## config.mk

```make
export PLATFORM = sky130hd
export DESIGN_NAME = pn_seq_gen
export DESIGN_NICKNAME = d
export VERILOG_FILES = /design/src/rtl/pn_pkg.sv /design/src/rtl/pn_lfsr_core.sv /design/src/rtl/pn_seq_gen.sv
export SDC_FILE = /design/constraint.sdc
export NUM_CORES = 1
export LEC_CHECK = 0
export ABC_AREA = 0
export BUFFER_PORTS_ARGS = -buffer_cell sky130_fd_sc_hd__buf_4
export CAP_MARGIN = 20
export CORE_UTILIZATION = 50
export CTS_CLUSTER_DIAMETER = 40
export DETAILED_ROUTE_END_ITERATION = 8
export GPL_ROUTABILITY_DRIVEN = 0
export MAX_ROUTING_LAYER = met4
export PLACE_DENSITY = 0.81
export SETUP_SLACK_MARGIN = 0.05
export SYNTH_ARGS = -nofsm -noshare
export SYNTH_HDL_FRONTEND = slang
export SYNTH_SLANG_ARGS = --single-unit
```

## constraint.sdc

```tcl
create_clock -name clk -period 4.55 [get_ports clk]
set_input_delay 0.6825 -clock clk [delete_from_list [all_inputs] [get_ports clk]]
set_output_delay 0.6825 -clock clk [all_outputs]
set_load 0.02 [all_outputs]
```

## src/rtl/pn_pkg.sv

```systemverilog
// Shared definitions for the pseudo-noise generator: primitive tap masks,
// default seeds and a width-generic Fibonacci LFSR step function.
package pn_pkg;

    // Feedback masks: bit i set means state[i] joins the XOR.
    localparam logic [31:0] PN7_TAPS  = 32'h0000_0060;
    localparam logic [31:0] PN9_TAPS  = 32'h0000_0110;
    localparam logic [31:0] PN15_TAPS = 32'h0000_6000;
    localparam logic [31:0] PN23_TAPS = 32'h0042_0000;
    localparam logic [31:0] PN31_TAPS = 32'h4800_0000;

    localparam logic [31:0] PN7_SEED  = 32'h0000_007F;
    localparam logic [31:0] PN9_SEED  = 32'h0000_01FF;
    localparam logic [31:0] PN15_SEED = 32'h0000_3BBB;
    localparam logic [31:0] PN23_SEED = 32'h007F_FFFF;
    localparam logic [31:0] PN31_SEED = 32'h7FFF_FFFF;

    // One Fibonacci step: shift left, feedback into bit 0, masked to width.
    function automatic logic [31:0] lfsr_next(
        input logic [31:0] state,
        input logic [31:0] taps,
        input int unsigned width
    );
        logic        fb;
        logic [31:0] mask;
        fb   = ^(state & taps);
        mask = (width >= 32) ? 32'hFFFF_FFFF : ((32'h1 << width) - 32'h1);
        return {state[30:0], fb} & mask;
    endfunction

endpackage

```

## src/rtl/pn_lfsr_core.sv

```systemverilog
// LFSR state register with seed load, zero-state recovery and period counter.
// Ports: clk_i/rst_i clock and async active-high reset; shift_i advances one
// bit; load_i/seed_i reload the state (zero seed -> SEED, seed_err_o pulse);
// out_bit_o is the bit leaving the MSB; wrap_o flags the last shift of a
// period; guard_o is high while the state is all-zero and being recovered.
module pn_lfsr_core import pn_pkg::*; #(
    parameter int unsigned       WIDTH = 15,
    parameter logic [WIDTH-1:0]  TAPS  = WIDTH'(PN15_TAPS),
    parameter logic [WIDTH-1:0]  SEED  = WIDTH'(PN15_SEED)
) (
    input  logic             clk_i,
    input  logic             rst_i,
    input  logic             shift_i,
    input  logic             load_i,
    input  logic [WIDTH-1:0] seed_i,
    output logic             out_bit_o,
    output logic             wrap_o,
    output logic             guard_o,
    output logic             seed_err_o
);

    localparam logic [WIDTH-1:0] CNT_LAST = {{(WIDTH-1){1'b1}}, 1'b0};

    logic [WIDTH-1:0] state_q, state_d;
    logic [WIDTH-1:0] cnt_q, cnt_d;
    logic [WIDTH-1:0] next_w;
    logic             err_q, err_d;
    logic             wrap;
    logic             seed_zero;

    assign next_w    = WIDTH'(lfsr_next(32'(state_q), 32'(TAPS), WIDTH));
    assign seed_zero = (seed_i == '0);

    always_comb begin
        state_d = state_q;
        cnt_d   = cnt_q;
        err_d   = 1'b0;
        wrap    = 1'b0;
        if (load_i) begin
            state_d = seed_zero ? SEED : seed_i;
            err_d   = seed_zero;
            cnt_d   = '0;
        end else if (state_q == '0) begin
            // Only reachable with non-primitive taps: escape lock-up.
            state_d = SEED;
            cnt_d   = '0;
        end else if (shift_i) begin
            state_d = next_w;
            if (cnt_q == CNT_LAST) begin
                cnt_d = '0;
                wrap  = 1'b1;
            end else begin
                cnt_d = cnt_q + WIDTH'(1);
            end
        end
    end

    always_ff @(posedge clk_i or posedge rst_i) begin
        if (rst_i) begin
            state_q <= SEED;
            cnt_q   <= '0;
            err_q   <= 1'b0;
        end else begin
            state_q <= state_d;
            cnt_q   <= cnt_d;
            err_q   <= err_d;
        end
    end

    assign out_bit_o  = state_q[WIDTH-1];
    assign wrap_o     = wrap;
    assign guard_o    = (state_q == '0);
    assign seed_err_o = err_q;

endmodule

```

## src/rtl/pn_seq_gen.sv

```systemverilog
// Pseudo-noise symbol source: LFSR bits packed MSB-first into SYM_BITS-wide
// symbols with a valid/ready output and a sequence-start marker.
// Ports: clk, rst (async, active-high); en gates generation; seed_load with
// seed_in restarts the sequence; sym_ready/sym_valid/sym_data form the output
// handshake; seq_start marks the symbol holding the first bit of a period;
// seed_err pulses when a zero seed was replaced by SEED.
module pn_seq_gen import pn_pkg::*; #(
    parameter int unsigned       WIDTH    = 15,
    parameter logic [WIDTH-1:0]  TAPS     = WIDTH'(PN15_TAPS),
    parameter logic [WIDTH-1:0]  SEED     = WIDTH'(PN15_SEED),
    parameter int unsigned       SYM_BITS = 1
) (
    input  logic                clk,
    input  logic                rst,
    input  logic                en,
    input  logic                seed_load,
    input  logic [WIDTH-1:0]    seed_in,
    input  logic                sym_ready,
    output logic                sym_valid,
    output logic [SYM_BITS-1:0] sym_data,
    output logic                seq_start,
    output logic                seed_err
);

    localparam int unsigned     CW   = (SYM_BITS > 1) ? $clog2(SYM_BITS) : 1;
    localparam logic [CW-1:0]   LAST = CW'(SYM_BITS - 1);

    logic                out_bit;
    logic                wrap;
    logic                guard;
    logic                stall;
    logic                shift;
    logic                hit_first;
    logic [SYM_BITS-1:0] sh_next;

    logic [CW-1:0]       cnt_q, cnt_d;
    logic [SYM_BITS-1:0] shreg_q, shreg_d;
    logic [SYM_BITS-1:0] data_q, data_d;
    logic                valid_q, valid_d;
    logic                start_q, start_d;
    logic                first_q, first_d;
    logic                acc_q, acc_d;

    // A held symbol blocks the LFSR so no bit is ever dropped.
    assign stall = valid_q && !sym_ready;
    assign shift = en && !seed_load && !stall && !guard;

    pn_lfsr_core #(
        .WIDTH (WIDTH),
        .TAPS  (TAPS),
        .SEED  (SEED)
    ) u_core (
        .clk_i      (clk),
        .rst_i      (rst),
        .shift_i    (shift),
        .load_i     (seed_load),
        .seed_i     (seed_in),
        .out_bit_o  (out_bit),
        .wrap_o     (wrap),
        .guard_o    (guard),
        .seed_err_o (seed_err)
    );

    // Truncating cast keeps the low SYM_BITS bits, so width 1 degenerates
    // to the current bit alone.
    assign sh_next   = SYM_BITS'({shreg_q, out_bit});
    assign hit_first = acc_q | first_q;

    always_comb begin
        cnt_d   = cnt_q;
        shreg_d = shreg_q;
        data_d  = data_q;
        valid_d = valid_q;
        start_d = start_q;
        first_d = first_q;
        acc_d   = acc_q;
        if (valid_q && sym_ready) begin
            valid_d = 1'b0;
        end
        if (seed_load) begin
            cnt_d   = '0;
            acc_d   = 1'b0;
            first_d = 1'b1;
            valid_d = 1'b0;
        end else if (shift) begin
            if (cnt_q == LAST) begin
                data_d  = sh_next;
                start_d = hit_first;
                valid_d = 1'b1;
                cnt_d   = '0;
                acc_d   = 1'b0;
            end else begin
                shreg_d = sh_next;
                cnt_d   = cnt_q + CW'(1);
                acc_d   = hit_first;
            end
            // The bit after a period wrap opens the next period.
            first_d = wrap;
        end
    end

    always_ff @(posedge clk or posedge rst) begin
        if (rst) begin
            cnt_q   <= '0;
            shreg_q <= '0;
            data_q  <= '0;
            valid_q <= 1'b0;
            start_q <= 1'b0;
            first_q <= 1'b1;
            acc_q   <= 1'b0;
        end else begin
            cnt_q   <= cnt_d;
            shreg_q <= shreg_d;
            data_q  <= data_d;
            valid_q <= valid_d;
            start_q <= start_d;
            first_q <= first_d;
            acc_q   <= acc_d;
        end
    end

    assign sym_valid = valid_q;
    assign sym_data  = data_q;
    assign seq_start = start_q;

endmodule
```

==> impl_metrics.ini <==
[synthesis]
ys_seq_area_frac = 0.456
synth-edff-count = 0
synth_top_area_frac = 0.294
postSynthCellCount = 201
synthTopCellsByArea = dfrtp_1 (29%), dfstp_2 (16%), nand2_1 (4.6%)
ys_ff_latch = 35
syn_avg_cell_area_um2 = 9.73
ys_async_sr_fraction = 1.00
ys_types = 44
yosys_warnings = 0
syn_area_um2 = 1960
syn-num-nets = 223
synth-main-ff-cell = dfrtp_1
synth_common_cells = nand2_1 (24), dfrtp_1 (23), a21oi_1 (14)
synth_top_area_cell = dfrtp_1
yosysMostFrequentCell = nand2_1

[setup_path]
path_max_fanout = 24
start_kind = flop
path_class = flop to flop
end_kind = flop
cp_top_family = compound AO/OA/AOI/OAI gates
slowest_stage = a41o_1
worstPathRequired_ps = 4760
worstRegToRegCells = 4
cp.depth = 4
cp_num_buf_inv = 0
worst-endpoint-arrival_ps = 2640
path_cells = nor4_1, a41o_1, nor2_1, a22o_1
cpPeakStageDelay_ps = 810

[sta]
grt_setup_unrepaired = false
hold_violations = 0
fin_crit_sh = 0.533
slew_viol_final = 0
finClkSkew_ps = 9.62
slew_headroom = 0.433
fmax_mhz = 413
final-setup-viol-count = 0
finalCriticalPeriod_ps = 2420
setup_tns_ps = 0
tightest_slew_ps = 850

[final_layout]
antennaDiodeCount = 0
area_growth_pct = 12.4
drive_above_1_share = 0.248
fin_util = 0.592
fin_nets = 240

[power_and_ir_drop]
p_int_uw = 504
switchingPower_uw = 182
switching_share = 0.265
comb_power_share = 0.139
vdd_drop_max_mv = 0.201
p_seq_frac = 0.530
p_clk_frac = 0.331
power_leakage_uw = 0.000901
power_density_nw_per_um2 = 312

[die]
placementRows = 22
die_h_um = 64.5
io_pins = 24
core_um2 = 3720
fp.dieArea_um2 = 4170
initial_core_util = 0.526
die_x_um = 64.5

[drt]
drtIter0Drc = 84
routed_wl_um = 4150
route.detailed.drc = 0
ant_nets = 0
vias = 1652
wl_per_cell_um = 15.6
routed_via_density = 6.21
first_pass_iters = 4

[clocking]
clkTransAtPathRegs_ps = 70
cts_made_buffers = 5
htreeDepth = 2
insertion_delay_ps = 290
cts_tree = built
clock-sinks = 35
ctsRootBufferMaster = clkbuf_8
cts_hold_buffers = 0
cts_resized = 0
cts_buffer_depth = 2
post_cts_buffers = 0

[place]
dp_hpwl_um = 2850
port_buffers = 23

[global_routing]
grt_usage = 0.234
antenna_found_initial = 0
grt_max_degree = 36
grt_first_pass_wirelength_um = 7210
grt_overflow = 0
grt_pass1_vias = 1616

[job]
drv_cap = 0

[hold_path]
hold_class = input pin to async pin

[status]
outcome = finished, final reports clean
-- registers in the layout, summed over array words and instances (netlist names) --
signal	cells
seq_start	1
u_core.state_q	15
sym_valid	1
first_q	1
sym_data	1
u_core.seed_err_o	1
u_core.cnt_q	15
-- worst reg2reg max path, cell delays in order, from the launching register on --
cell and delay, ps:
dfrtp_1 430, nor4_1 440, a41o_1 810, nor2_1 400
a22o_1 280
-- logic make-up after synthesis --
logic type	Yosys count	share of synthesized area
mux	2	0.0115
xor+xnor	1	0.00448
flops	35	0.456
buf+inv	20	0.0550
compound gates	61	0.226
simple gates	80	0.234
fa+ha+maj	2	0.0128
-- cell usage in the layout (no fill, tap or decap), types with 2 or more instances in the layout --
cell,n
nor4_1,6
mux2_2,2
a21oi_1,14
dfrtp_1,23
a2bb2oi_1,4
clkbuf_8,6
nor2b_1,10
and3_1,2
or4_1,2
nand2b_1,2
a41oi_1,2
nor2_1,4
nand4_1,6
a31oi_1,9
and4_1,2
o211ai_1,2
and3_2,3
o2bb2ai_1,10
nor3_1,2
o21ai_0,8
nand2_1,24
dfstp_2,12
ha_1,2
o32ai_1,2
a311oi_1,4
nand3_1,8
inv_1,6
buf_4,24
or3_1,3
-- layer usage --
layer | GRT usage | routed length (um) | up-vias
met3 | 0.0651 | 286 | 4
met5 | - | 0 | -
met2 | 0.371 | 2010 | 64
li1 | - | - | 799
met4 | 0.0889 | 49 | 0
met1 | 0.284 | 1800 | 785
-- final timing paths --
path                                    startpoint           endpoint  slack [ps]
worst max register to register  u_core.state_q[14]  u_core.state_q[0]        2130
worst min register to register   u_core.state_q[3]  u_core.state_q[3]         490
max in group asynchronous                      rst  u_core.state_q[4]        3710
min in group clk                 u_core.state_q[3]  u_core.state_q[3]         490
worst min-delay path                           rst          sym_valid         490
worst max-delay path            u_core.state_q[14]  u_core.state_q[0]        2130
-- through the flow --
step | cell area, um2 | setup WS [ps] | hold slack [ps] | power [uW] | instances
after floorplan | 1960 | 2830 | 452 | 426 | 201
after global placement | 2110 | 2240 | 479 | 462 | 259
after detailed placement | 2110 | 2170 | 483 | 464 | 259
after CTS | 2200 | 2140 | 493 | 695 | 266
after global routing | 2200 | 1980 | 499 | 722 | 266
final | 2200 | 2130 | 489 | 686 | 266
-- cell type report --
class | count | area (um2)
Fill cell | 320 | 1520
Multi-Input combinational cell | 146 | 957
Clock buffer | 6 | 82.6
Inverter | 6 | 22.5
Clock inverter | 1 | 5.00
Sequential cell | 35 | 891
Timing Repair Buffer | 24 | 180
Tap cell | 48 | 60.1
-- power groups by stage --
stage	registers [uW]	logic (uW)	clock network (uW)
final	364	95.6	227
after global routing	367	107	248
after CTS	363	96.7	235
after detailed placement	368	96.2	0
after global placement	367	94.5	0
after floorplan	368	57.6	0
Note: power is estimated with default switching activity, not from simulation.
